File: src/rtl/dmem_port_arbiter.sv
// Arbitrates BRAM port B between the core MEM stage and an external master.
// Define ARB_PERF_CNT_EN to add saturating performance counter outputs.
module dmem_port_arbiter #(
  parameter int unsigned MAX_WAIT = 8,
  parameter int unsigned WAIT_W   = 4
) (
  input  logic        clk,
  input  logic        rst_n,
  input  logic        core_req,
  input  logic [3:0]  core_we,
  input  logic [31:0] core_addr,
  input  logic [31:0] core_wdata,
  output logic        core_stall,
  output logic        core_rvalid,
  input  logic        ext_req,
  input  logic        ext_lock,
  input  logic [3:0]  ext_we,
  input  logic [31:0] ext_addr,
  input  logic [31:0] ext_wdata,
  output logic        ext_gnt,
  output logic        ext_rvalid,
  output logic [31:0] rdata,
  output logic [3:0]  bram_web,
  output logic [31:0] bram_addrb,
  output logic [31:0] bram_dib,
  input  logic [31:0] bram_dob
`ifdef ARB_PERF_CNT_EN
  ,
  output logic [31:0] perf_core_stall_cnt,
  output logic [31:0] perf_ext_grant_cnt,
  output logic [31:0] perf_lock_cycles
`endif
);

  localparam logic [WAIT_W-1:0] WAIT_LAST = WAIT_W'(MAX_WAIT - 1);

  typedef enum logic {ARB, LOCK} state_e;
  typedef enum logic [1:0] {SEL_NONE, SEL_CORE, SEL_EXT} rsel_e;

  state_e            state_q, state_d;
  rsel_e             rsel_q, rsel_d;
  logic [WAIT_W-1:0] wait_cnt_q, wait_cnt_d;
  logic              lock_active;
  logic              core_gnt;

  // Grant decision, port mux and next-state logic
  always_comb begin
    lock_active = (state_q == LOCK) && ext_lock;
    ext_gnt     = 1'b0;
    core_gnt    = 1'b0;
    bram_web    = 4'b0;
    bram_addrb  = 32'b0;
    bram_dib    = 32'b0;
    state_d     = state_q;
    rsel_d      = SEL_NONE;
    wait_cnt_d  = wait_cnt_q;

    if (lock_active) begin
      ext_gnt = ext_req;
    end else begin
      ext_gnt  = ext_req && (!core_req || (wait_cnt_q == WAIT_LAST));
      core_gnt = core_req && !ext_gnt;
    end

    if (ext_gnt) begin
      bram_web   = ext_we;
      bram_addrb = ext_addr;
      bram_dib   = ext_wdata;
      if (ext_we == 4'b0) rsel_d = SEL_EXT;
    end else if (core_gnt) begin
      bram_web   = core_we;
      bram_addrb = core_addr;
      bram_dib   = core_wdata;
      if (core_we == 4'b0) rsel_d = SEL_CORE;
    end

    core_stall = core_req && !core_gnt;

    // Starvation counter saturates one short of MAX_WAIT, forcing the next grant
    if (!ext_req || ext_gnt) begin
      wait_cnt_d = '0;
    end else if (wait_cnt_q != WAIT_LAST) begin
      wait_cnt_d = wait_cnt_q + WAIT_W'(1);
    end

    // Leaving LOCK happens in the same cycle ext_lock drops
    if (lock_active || (ext_gnt && ext_lock)) begin
      state_d = LOCK;
    end else begin
      state_d = ARB;
    end
  end

  always_ff @(posedge clk or negedge rst_n) begin
    if (!rst_n) begin
      state_q    <= ARB;
      rsel_q     <= SEL_NONE;
      wait_cnt_q <= '0;
    end else begin
      state_q    <= state_d;
      rsel_q     <= rsel_d;
      wait_cnt_q <= wait_cnt_d;
    end
  end

  assign core_rvalid = (rsel_q == SEL_CORE);
  assign ext_rvalid  = (rsel_q == SEL_EXT);
  assign rdata       = bram_dob;

`ifdef ARB_PERF_CNT_EN
  logic [31:0] stall_cnt_q, stall_cnt_d;
  logic [31:0] egnt_cnt_q, egnt_cnt_d;
  logic [31:0] lock_cnt_q, lock_cnt_d;

  // Saturating event counters
  always_comb begin
    stall_cnt_d = stall_cnt_q;
    egnt_cnt_d  = egnt_cnt_q;
    lock_cnt_d  = lock_cnt_q;
    if (core_stall && (stall_cnt_q != 32'hFFFF_FFFF)) stall_cnt_d = stall_cnt_q + 32'd1;
    if (ext_gnt && (egnt_cnt_q != 32'hFFFF_FFFF))     egnt_cnt_d  = egnt_cnt_q + 32'd1;
    if ((state_q == LOCK) && (lock_cnt_q != 32'hFFFF_FFFF)) lock_cnt_d = lock_cnt_q + 32'd1;
  end

  always_ff @(posedge clk or negedge rst_n) begin
    if (!rst_n) begin
      stall_cnt_q <= 32'd0;
      egnt_cnt_q  <= 32'd0;
      lock_cnt_q  <= 32'd0;
    end else begin
      stall_cnt_q <= stall_cnt_d;
      egnt_cnt_q  <= egnt_cnt_d;
      lock_cnt_q  <= lock_cnt_d;
    end
  end

  assign perf_core_stall_cnt = stall_cnt_q;
  assign perf_ext_grant_cnt  = egnt_cnt_q;
  assign perf_lock_cycles    = lock_cnt_q;
`endif

endmodule

File: config.mk
export PLATFORM = sky130hd
export DESIGN_NAME = dmem_port_arbiter
export DESIGN_NICKNAME = d
export VERILOG_FILES = /design/src/rtl/dmem_port_arbiter.sv
export SDC_FILE = /design/constraint.sdc
export NUM_CORES = 1
export LEC_CHECK = 0
export ABC_AREA = 1
export CAP_MARGIN = 20
export CORE_AREA = 5 5 104 106
export DETAILED_ROUTE_END_ITERATION = 8
export DIE_AREA = 0 0 109 111
export PLACE_DENSITY = 0.66
export SYNTH_ARGS = -nofsm -noshare
export SYNTH_HDL_FRONTEND = slang
export SYNTH_SLANG_ARGS = --single-unit
File: constraint.sdc
create_clock -name clk -period 1.65 [get_ports clk]
set_input_delay 0.165 -clock clk [delete_from_list [all_inputs] [get_ports clk]]
set_output_delay 0.165 -clock clk [all_outputs]
set_load 0.01 [all_outputs]
==> results of run 1 <==
[where the power goes]
group	leakage (nW)	switching, mW	internal, mW
Sequential	0.0956	0.00513	0.178
Combinational	1.92	0.463	0.634
Clock	0.0228	0.0752	0.167
[state kept, by name (all words and copies together) (netlist names)]
signal	cells
wait_cnt_q	4
rsel_q	2
state_q	1
[worst max-delay path, cell delays in order, from the launching register on]
cell and delay [ns]:
dfrtp_1 0.40, ha_4 0.19, nand4_1 0.10, buf_6 0.18, buf_12 0.13, buf_16 0.13, nand3_2 0.06, nand2_1 0.07
buf_2 0.13
[cells in the mapped netlist]
library cell	count	area (µm²)
buf_2	21	105.1
ha_1	1	12.51
a21oi_2	1	8.760
a21oi_1	1	5.000
nand3_1	140	700.7
nand2_1	77	289.0
nor2_1	12	45.04
dfrtp_1	7	175.2
inv_1	6	22.52
buf_1	7	26.28
nand4_1	2	12.51
buf_4	33	247.7
xnor2_1	1	8.760
[timing repair]
action | in CTS | in global routing
resized for setup | 270 | 92
setup endpoints to repair | 70 | 70
pin swaps | 4 | 13
cloned | 5 | 4
setup buffers | 10 | 4
[cell usage in the layout (no fill, tap or decap)]
cell             instances
clkdlybuf4s50_1        140
nand3_1                106
nand2_1                 68
buf_2                   60
nand3_2                 31
buf_4                   17
buf_6                   14
nor2_1                  12
buf_12                  11
nand2_2                  7
dfrtp_1                  7
buf_8                    4
inv_2                    3
nand3_4                  3
inv_1                    3
clkbuf_8                 3
buf_16                   3
clkbuf_16                3
nand2_4                  2
nand4_1                  2
a21oi_4                  1
a21oi_1                  1
xnor2_1                  1
ha_4                     1
clkbuf_1                 1
dlymetal6s2s_1           1
clkbuf_2                 1
[final cells by class]
class / count / area [µm²]
clock buffer: 4 / 45.04
fill: 985 / 5505
inverter: 6 / 22.52
multi-input combinational: 235 / 1328
sequential: 7 / 175.2
tap: 133 / 166.4
timing repair buffer: 254 / 2442
[logic make-up after synthesis]
logic type	Yosys count
AO/OA/AOI/OAI	2
XOR/XNOR	1
adder cells (fa/ha/maj)	1
buffers and inverters	67
flip-flops	7
AND/OR/NAND/NOR	231
[path summary, 6_finish.rpt]
| path | startpoint | end | slack, ns | cells after the start |
|---|---|---|---|---|
| hold reg to reg | state_q$_DFF_PN0_ | state_q$_DFF_PN0_ | 0.58 | 2 |
| setup reg to reg | wait_cnt_q[0]$_DFFE_PN0P_ | rsel_q[1]$_DFF_PN0_ | 0.29 | 8 |
| max in group asynchronous | rst_n | wait_cnt_q[1]$_DFFE_PN0P_ | 1.22 | 1 |
| hold / removal | rst_n | rsel_q[0]$_DFF_PN0_ | 0.19 | 1 |
| min in group clk | ext_lock | state_q$_DFF_PN0_ | 0.29 | 3 |
| setup / recovery | wait_cnt_q[0]$_DFFE_PN0P_ | bram_dib[15] | -0.14 | 8 |
[through the flow]
| stage | hold WS, ns | util [%] | instance area [µm²] | instances |
|---|---|---|---|---|
| 6_report | 0.1934 | 43.15 | 4179 | 639 |
| 4_1_cts | 0.1927 | 40.78 | 3949 | 634 |
| 3_5_place_dp | 0.3301 | 39.64 | 3839 | 615 |
| 3_3_place_gp | 0.3301 | 39.64 | 3839 | 615 |
| 2_1_floorplan | -0.1306 | - | 1659 | 309 |
| 5_1_grt | 0.1960 | 43.15 | 4179 | 639 |
[metal layers]
metal  track usage [%]  up-vias  routed length [µm]
met3             4.543       18                1162
li1                  -     1412                   -
met1             18.01     1339                4097
met4             3.788        0                 171
met5                 0        -                   0
met2             30.79      153                5784
==> reports/results.md, run 1 <==
| Metric | Reported |
|:---|:---|
| Maximum resistive drop on vdd | 0.0002810 V |
| Final clock skew | 0.001180 ns |
| Worst endpoint required time | 1.48 ns |
| DRC violation count after routing | 0 |
| Floorplan row count | 36 |
| Die span in y | 111 µm |
| Max Buffers Root-to-Sink | 2 |
| Slew @ Worst Pin | 0.3109 ns |
| I/O pin count | 277 |
| Worst slack, placed | -0.4785 ns |
| Share of synthesized area occupied by flip-flops and latches | 10.56% |
| Total number of nets in the final design | 681 |
| Clock transition at path regs | 0.04 ns |
| Wire length of the first global-routing pass | 15930 µm |
| Via-to-Cell Ratio | 4.573 |
| Count of yosys warnings during synthesis | 0 |
| GRT overflow | 0 |
| Worst Path Class, Setup | register to primary output |
| Launching element type of the critical path | register |
| Die area | 12100 µm² |
| Dominant combinational cell family by area after synthesis | simple AND/OR/NAND/NOR gates |
| Pwr Total | 1.522 mW |
| Antenna-violating nets left | 0 |
| Final Cycle Share | 108.4% |
| Slew Limit Fails | 0 |
| Detailed-placement wirelength estimate | 7753 µm |
| Count of hold buffers inserted by post-cts repair | 0 |
| Mux contribution to synthesized area | 0% |
| Synthesized netlist cell count | 309 |
| Static leakage | 2.037 nW |
| Simple-Gate Fraction of Synth Area | 63.12% |
| Share of post-route cells with drive strength above 1 | 32.41% |
| Total wirelength of the detailed-routed design | 11220 µm |
| Data arrival time at the worst-slack endpoint | 1.62 ns |
| Diode insertion count for antenna repair | 0 |
| Max-cap check violation count | 0 |
| Root buffer selected by CTS | clkbuf_8 |
| Floorplan Core Area | 9684 µm² |
| Count of endpoints failing hold in the final timing report | 0 |
| X dimension of the die | 109 µm |
| Aggregate global-route resource usage | 16.48% |
| H-tree level count | 1 |
| Relative slew slack | 79.21% |
| Gp weighted congestion | 0.7777 |
| Violations in the final reports | negative setup slack |
| Later-pin clock latency in the skew report | 0.23 ns |
| Vias | 2922 |
| Post-synthesis average cell area | 5.369 µm² |
| Number of clock buffers inserted by TritonCTS | 3 |
| Final worst-path setup slack | -0.1383 ns |
| Max Fclk | 0.5592 GHz |
| Final routed wire length divided by cell count | 17.55 µm |
| Synth unique cells | 13 |
| Type of the most critical hold path | input pin to asynchronous set/reset pin |
| Initial antenna violation count | 0 |
| RSZ-0062 raised after global routing | yes |
| Final setup viols | 69 |
| Status | finished with violations |
| Register bit count reported by yosys | 7 |
| Clock tree from TritonCTS | built |
| # port buffers | 212 |
| Initial DRT Pass Iterations | 4 |
| Vias in the first global route | 3058 |
| Pin count of the biggest net entering global routing | 39 |
| Post-Syn Nets | 483 |
| Sum of negative setup slack | -5.106 ns |
| Starting DRT DRC Count | 203 |
| Share of the synthesized area in compound gates (AO/OA/AOI/OAI) | 0.8296% |
| Initial Util | 17.13% |
| Min cycle time layout | 1.788 ns |
| Maximum fanout count along the critical path | 7 |
| Number of clock sinks | 7 |
| Cell area power density | 364.3 nW/µm² |
| Netlist area before placement | 1659 µm² |
| Area added between synthesis and finish | 151.9% |
| CP Capture Type | primary output |
| Fraction of the mapped netlist area in adder cells | 0.7541% |
| Fraction of synthesized cell area in xor and xnor cells | 0.5279% |
Power figures use the tool's default switching activity.
==> inputs of run 2 (changes only) <==
--- a/config.mk
+++ b/config.mk
@@ -10,7 +10,9 @@
 export CORE_AREA = 5 5 104 106
 export DETAILED_ROUTE_END_ITERATION = 8
 export DIE_AREA = 0 0 109 111
+export HOLD_SLACK_MARGIN = 0.08
 export PLACE_DENSITY = 0.66
+export SLEW_MARGIN = 30
 export SYNTH_ARGS = -nofsm -noshare
 export SYNTH_HDL_FRONTEND = slang
 export SYNTH_SLANG_ARGS = --single-unit
==> results of run 2 <==
Same layout as run 1: the final DEF is identical, and so are final timing and power.
